[src/rtl/data_memory_port.sv]
// data_memory_port
//   Data-memory responder for the working-register path. Serves loads (MR)
//   into the working register and stores (MW) of it, from an internal
//   2**ADDR_W x DATA_W RAM with WAIT_STATES cycles of port occupancy per
//   access.
//
//   Optional feature macro: WRITE_BUFFER_EN
//     defined   : stores are posted into a WBUF_DEPTH-entry FIFO and drained
//                 to the RAM when the port is idle and no load is requested;
//                 loads forward the newest matching FIFO entry.
//     undefined : stores occupy the access FSM exactly like loads.
//
// Ports
//   clk       rising-edge clock
//   nreset    asynchronous active-low reset
//   MR / MW   load / store request, held by the CPU until accepted
//   Addr      access address (captured on accept)
//   W_IN      store data (captured on accept)
//   W_MEM_IN  load data, holds the last completed load
//   Rd_valid  one-cycle pulse when W_MEM_IN has been updated
//   Mem_busy  high = requests are ignored at the coming edge
//   Err       one-cycle pulse after an MR&MW request was dropped
module data_memory_port #(
  parameter int DATA_W      = 16,
  parameter int ADDR_W      = 8,
  parameter int WAIT_STATES = 2,
  parameter int WBUF_DEPTH  = 2
) (
  input  logic              clk,
  input  logic              nreset,
  input  logic              MR,
  input  logic              MW,
  input  logic [ADDR_W-1:0] Addr,
  input  logic [DATA_W-1:0] W_IN,
  output logic [DATA_W-1:0] W_MEM_IN,
  output logic              Rd_valid,
  output logic              Mem_busy,
  output logic              Err
);

  localparam int CNT_W = (WAIT_STATES > 1) ? $clog2(WAIT_STATES) : 1;
  localparam logic [CNT_W-1:0] CNT_LAST = CNT_W'((WAIT_STATES > 0) ? WAIT_STATES - 1 : 0);

  if (WBUF_DEPTH < 1 || WAIT_STATES < 0) begin : g_param_check
    $error("data_memory_port: WBUF_DEPTH must be >= 1 and WAIT_STATES >= 0");
  end

  typedef enum logic {IDLE, ACCESS} state_t;

  state_t            state, state_nxt;
  logic [CNT_W-1:0]  cnt, cnt_nxt;
  logic [ADDR_W-1:0] addr_q, addr_nxt;
  logic [DATA_W-1:0] data_q, data_nxt;
  logic              load_q, load_nxt;

  logic [DATA_W-1:0] mem [0:(1<<ADDR_W)-1];

  // A new access entering the port this edge, and what it carries.
  logic              start;
  logic              start_load;
  logic [ADDR_W-1:0] start_addr;
  logic [DATA_W-1:0] start_data;

  // The access actually performed on the RAM this edge.
  logic              do_acc;
  logic              acc_load;
  logic [ADDR_W-1:0] acc_addr;
  logic [DATA_W-1:0] acc_data;
  logic [DATA_W-1:0] rd_data;

  logic busy_acc;
  logic err_req;

  assign busy_acc = (state == ACCESS);

`ifdef WRITE_BUFFER_EN
  localparam int WB_CW = $clog2(WBUF_DEPTH + 1);

  // Entry 0 is the oldest; higher indices are newer.
  logic [ADDR_W-1:0] wb_addr [WBUF_DEPTH];
  logic [DATA_W-1:0] wb_data [WBUF_DEPTH];
  logic [WB_CW-1:0]  wb_cnt;
  logic [WB_CW-1:0]  wb_wr_idx;
  logic              wb_full, wb_push, wb_pop;
  logic              load_acc, drain_start;
  logic              fwd_hit;
  logic [DATA_W-1:0] fwd_data;

  assign wb_full     = (wb_cnt == WB_CW'(WBUF_DEPTH));
  assign Mem_busy    = busy_acc | (MW & wb_full);
  assign wb_push     = MW & ~MR & ~Mem_busy;
  assign load_acc    = MR & ~MW & ~Mem_busy;
  // Loads win over drains: a pending MR blocks the drain from starting.
  assign drain_start = ~busy_acc & ~MR & (wb_cnt != '0);
  assign start       = load_acc | drain_start;
  assign start_load  = load_acc;
  assign start_addr  = load_acc ? Addr : wb_addr[0];
  assign start_data  = wb_data[0];
  // The head entry stays in the FIFO until its RAM write actually lands.
  assign wb_pop      = do_acc & ~acc_load;
  assign wb_wr_idx   = wb_cnt - WB_CW'(wb_pop);

  always_ff @(posedge clk or negedge nreset) begin
    if (!nreset) wb_cnt <= '0;
    else         wb_cnt <= wb_cnt + WB_CW'(wb_push) - WB_CW'(wb_pop);
  end

  always_ff @(posedge clk) begin
    if (wb_pop) begin
      for (int i = 0; i < WBUF_DEPTH - 1; i++) begin
        wb_addr[i] <= wb_addr[i+1];
        wb_data[i] <= wb_data[i+1];
      end
    end
    for (int i = 0; i < WBUF_DEPTH; i++) begin
      if (wb_push && wb_wr_idx == WB_CW'(i)) begin
        wb_addr[i] <= Addr;
        wb_data[i] <= W_IN;
      end
    end
  end

  // Newest match wins: later (newer) entries override earlier ones.
  always_comb begin
    fwd_hit  = 1'b0;
    fwd_data = '0;
    for (int i = 0; i < WBUF_DEPTH; i++) begin
      if (WB_CW'(i) < wb_cnt && wb_addr[i] == acc_addr) begin
        fwd_hit  = 1'b1;
        fwd_data = wb_data[i];
      end
    end
  end

  assign rd_data = fwd_hit ? fwd_data : mem[acc_addr];
`else
  assign Mem_busy   = busy_acc;
  assign start      = (MR ^ MW) & ~busy_acc;
  assign start_load = MR;
  assign start_addr = Addr;
  assign start_data = W_IN;
  assign rd_data    = mem[acc_addr];
`endif

  // Conflicting request: dropped, flagged one cycle later.
  assign err_req = MR & MW & ~Mem_busy;

  always_comb begin
    state_nxt = state;
    cnt_nxt   = cnt;
    addr_nxt  = addr_q;
    data_nxt  = data_q;
    load_nxt  = load_q;
    do_acc    = 1'b0;
    acc_load  = load_q;
    acc_addr  = addr_q;
    acc_data  = data_q;
    case (state)
      IDLE: begin
        if (start) begin
          if (WAIT_STATES == 0) begin
            // Zero wait states: the RAM is touched at the accept edge.
            do_acc   = 1'b1;
            acc_load = start_load;
            acc_addr = start_addr;
            acc_data = start_data;
          end else begin
            state_nxt = ACCESS;
            cnt_nxt   = CNT_LAST;
            addr_nxt  = start_addr;
            data_nxt  = start_data;
            load_nxt  = start_load;
          end
        end
      end
      ACCESS: begin
        if (cnt == '0) begin
          do_acc    = 1'b1;
          state_nxt = IDLE;
        end else begin
          cnt_nxt = cnt - CNT_W'(1);
        end
      end
      default: state_nxt = IDLE;
    endcase
  end

  always_ff @(posedge clk or negedge nreset) begin
    if (!nreset) begin
      state    <= IDLE;
      cnt      <= '0;
      addr_q   <= '0;
      data_q   <= '0;
      load_q   <= 1'b0;
      W_MEM_IN <= '0;
      Rd_valid <= 1'b0;
      Err      <= 1'b0;
    end else begin
      state    <= state_nxt;
      cnt      <= cnt_nxt;
      addr_q   <= addr_nxt;
      data_q   <= data_nxt;
      load_q   <= load_nxt;
      Rd_valid <= do_acc & acc_load;
      Err      <= err_req;
      if (do_acc && acc_load) W_MEM_IN <= rd_data;
    end
  end

  // RAM contents survive reset; a store aborted by reset never reaches here
  // because reset returns the FSM to IDLE before the access edge.
  always_ff @(posedge clk) begin
    if (do_acc && !acc_load) mem[acc_addr] <= acc_data;
  end

endmodule

[config.mk]
export PLATFORM = sky130hd
export DESIGN_NAME = data_memory_port
export DESIGN_NICKNAME = d
export VERILOG_FILES = /design/src/rtl/data_memory_port.sv
export SDC_FILE = /design/constraint.sdc
export NUM_CORES = 2
export LEC_CHECK = 0
export ABC_CLOCK_PERIOD_IN_PS = 4300
export CORE_MARGIN = 2
export CORE_UTILIZATION = 35
export CTS_CLUSTER_DIAMETER = 150
export DETAILED_ROUTE_END_ITERATION = 8
export SLEW_MARGIN = 20
export SYNTH_ARGS = -nofsm -noshare
export SYNTH_HDL_FRONTEND = slang
export SYNTH_SLANG_ARGS = --single-unit
[constraint.sdc]
create_clock -name clk -period 4.3 [get_ports clk]
set_input_delay 0.86 -clock clk [delete_from_list [all_inputs] [get_ports clk]]
set_output_delay 0.86 -clock clk [all_outputs]
set_load 0.02 [all_outputs]
==> impl_metrics.ini <==
[run_status]
outcome = complete, no violations

[power]
irDropWorstVdd_mv = 0.940
p_comb_share_pct = 30.1
p_int_mw = 85.9
powerDensity_mw_per_mm2 = 691
sequentialPowerShare_pct = 41.4
p_leak_nw = 58.4
total_power_mw = 128
p_sw_mw = 42.4
swShare_pct = 33.0
clkPwrFrac_pct = 28.5

[placement]
portBuffers = 46
place_inst = 13500
dpl_cell_area_mm2 = 0.172
place_congestion = 0.854
dp.final_hpwl_um = 273000

[yosys]
synthFlopType = edfxtp_1
syn_area_mm2 = 0.160
ys_warn_count = 0
syn-num-nets = 7276
synthDistinctLibCells = 74
yosysSeqAreaShare_pct = 77.8
synth_edf_count = 4096
syn_avg_cell_area_um2 = 22.0
ys_ff_latch = 4141
syn_inst = 7247
ys_async_sr_fraction_pct = 1.09

[flow_run]
drv_cap = 0

[sta]
report.final.slew_viol_count = 0
fmax_ghz = 0.244
fin_crit_ps = 4100
hold_viol = 0
slew_headroom_pct = 18.6
min_period_over_period_pct = 95.3
skew_ps = 80.9
tightest_slew_ps = 1220
grt_setup_unrepaired = false
tns_ps = 0
finalSetupViolCount = 0

[detailed_routing]
drc = 0
firstDrtPassIters = 8
avgRoutedWirePerCell_um = 30.9
wl_um = 442000
via_count = 80000
vias_per_cell = 5.59
drt-initial-drc-count = 10700
ant_nets = 0

[grt]
grt_pass1_vias = 80100
track_usage_pct = 18.7
grt_pass1_wl_um = 621000
grt_max_degree = 174
antenna_found_initial = 27
grt-ovfl-total = 0

[critical_path]
crit_path_start_kind = flop
path_class = flop to flop
crit_arrival_ps = 4940
cp_max_fo = 24
worstPathRequired_ps = 5140
startpoint = acc_addr[0]
rr_startpoint = acc_addr[0]
cp-end-kind = flop
ff2ff_path_depth = 11

[floorplanning]
die_w_um = 679
die_area_mm2 = 0.461
io_pins = 47
initial_core_util_pct = 35.2
die_h_um = 679
std_cell_rows = 247
core_area_mm2 = 0.453

[clocking]
cts_buffer_depth = 4
cts_tree = built
cts_setup_buffers = 0
path_clk_slew_ps = 60
clock_sinks = 4141
cts-buffers-inserted = 420
worstSkewPairLatency_ps = 1000
ctsHtreeMaxLevel = 5
cts_root_buf = clkbuf_16

[layout]
nets = 7995
final_util_pct = 40.9
design_area_mm2 = 0.186
final_common_cell = edfxtp_1
final_cell_mix = edfxtp_1 (4,096), mux4_2 (962), buf_4 (593)
syn_to_final_growth_pct = 16.3
drive_above_1_share_pct = 29.4
fin_cells = 14300

[worst_hold_path]
hold_class = input pin to asynchronous set/reset pin
cells by family after synthesis:
kind of cell / count (synthesis) / synth area share [%]
AND/OR/NAND/NOR: 812 / 2.19
flip-flops: 4141 / 77.8
buffers and inverters: 438 / 1.57
AO/OA/AOI/OAI: 460 / 2.12
multiplexers: 1395 / 16.3
adder cells (fa/ha/maj): 1 / 0.00784
layout make-up:
| cell class | instances | area (um^2) |
|---|---|---|
| clock inverter | 273 | 2750 |
| multi-input combinational | 2668 | 33500 |
| sequential | 4141 | 124000 |
| tap | 5976 | 7480 |
| inverter | 7 | 46.3 |
| fill | 39100 | 268000 |
| clock buffer | 506 | 11000 |
| antenna | 11 | 27.5 |
| timing repair buffer | 728 | 6700 |
state kept, by name, indices dropped and copies added (netlist names):
name and cells:
Err 1, Mem_busy 1, Rd_valid 1, W_MEM_IN 16, acc_addr 8, acc_data 16
acc_load 1, cnt 1, mem 4096
path summary, 6_finish.rpt:
kind	slack (ps)	end
setup reg to reg	200	W_MEM_IN[12]
hold reg to reg	560	acc_load
min in group clk	490	acc_data[3]
hold / removal	450	acc_data[2]
max in group asynchronous	2830	acc_addr[3]
setup / recovery	200	W_MEM_IN[12]
synth_stat cells (6+ instances only):
library cell | number | area, um^2
a22o_1 | 8 | 70.1
mux2i_1 | 393 | 3930
mux4_2 | 962 | 21700
o211ai_1 | 9 | 67.6
mux2_2 | 40 | 450
o22ai_1 | 81 | 507
a2111oi_0 | 8 | 70.1
nor2b_1 | 19 | 119
edfxtp_1 | 4096 | 123000
inv_1 | 6 | 22.5
a21oi_1 | 64 | 320
or3_1 | 6 | 37.5
nand2b_1 | 12 | 75.1
and2_1 | 6 | 37.5
a31oi_1 | 13 | 81.3
nand3_1 | 42 | 210
nor4_1 | 15 | 93.8
nor3_1 | 50 | 250
nand4_1 | 14 | 87.6
nand2_1 | 318 | 1190
buf_1 | 19 | 71.3
buf_4 | 95 | 713
nor2_1 | 298 | 1120
dfrtp_1 | 45 | 1130
buf_2 | 150 | 751
o21ai_0 | 42 | 210
clkbuf_1 | 128 | 480
a221oi_1 | 38 | 333
buf_6 | 35 | 394
a32oi_1 | 107 | 937
a32o_1 | 8 | 80.1
a311o_1 | 6 | 60.1
a22oi_1 | 22 | 165
timing repair:
item | in CTS | in global routing
hold buffers | 1 | 0
endpoints found under the setup margin | 1 | 2
gates resized for setup | 2 | 2
endpoints found under the hold margin | 31 | 0
routing by layer:
layer  track usage [%]  vias up  share of wire [%]
met3              3.43      661                9.2
met1              25.9    43200                 40
met5                 0        -              0.014
li1                  -    32000                  -
met2              30.3     4057                 48
met4              5.67       12                3.4
metrics by stage:
stage	hold WS, ps	worst slack, ps
2_1_floorplan	487	316
3_3_place_gp	522	-402
3_5_place_dp	549	-430
4_1_cts	410	11.5
5_1_grt	439	107
6_report	448	201
worst max-delay path, cell delays in order, from the launching register on:
cell and delay, ps:
dfrtp_4 750, buf_12 240, buf_12 240, buf_12 250
buf_4 220, mux4_2 500, o21ai_0 500, a21oi_1 220
buf_4 220, nor4_4 490, buf_4 200, o21ai_1 50
power by group through the flow:
stage / Sequential [mW] / Combinational, mW / Clock (mW)
global route: 53.3 / 40.2 / 38.6
floorplan: 56.1 / 20.0 / 0
CTS: 53.2 / 38.8 / 37.0
detailed placement: 54.0 / 38.6 / 0
global placement: 54.0 / 37.9 / 0
finish: 53.2 / 38.6 / 36.6
(Power assumes the default switching activity.)
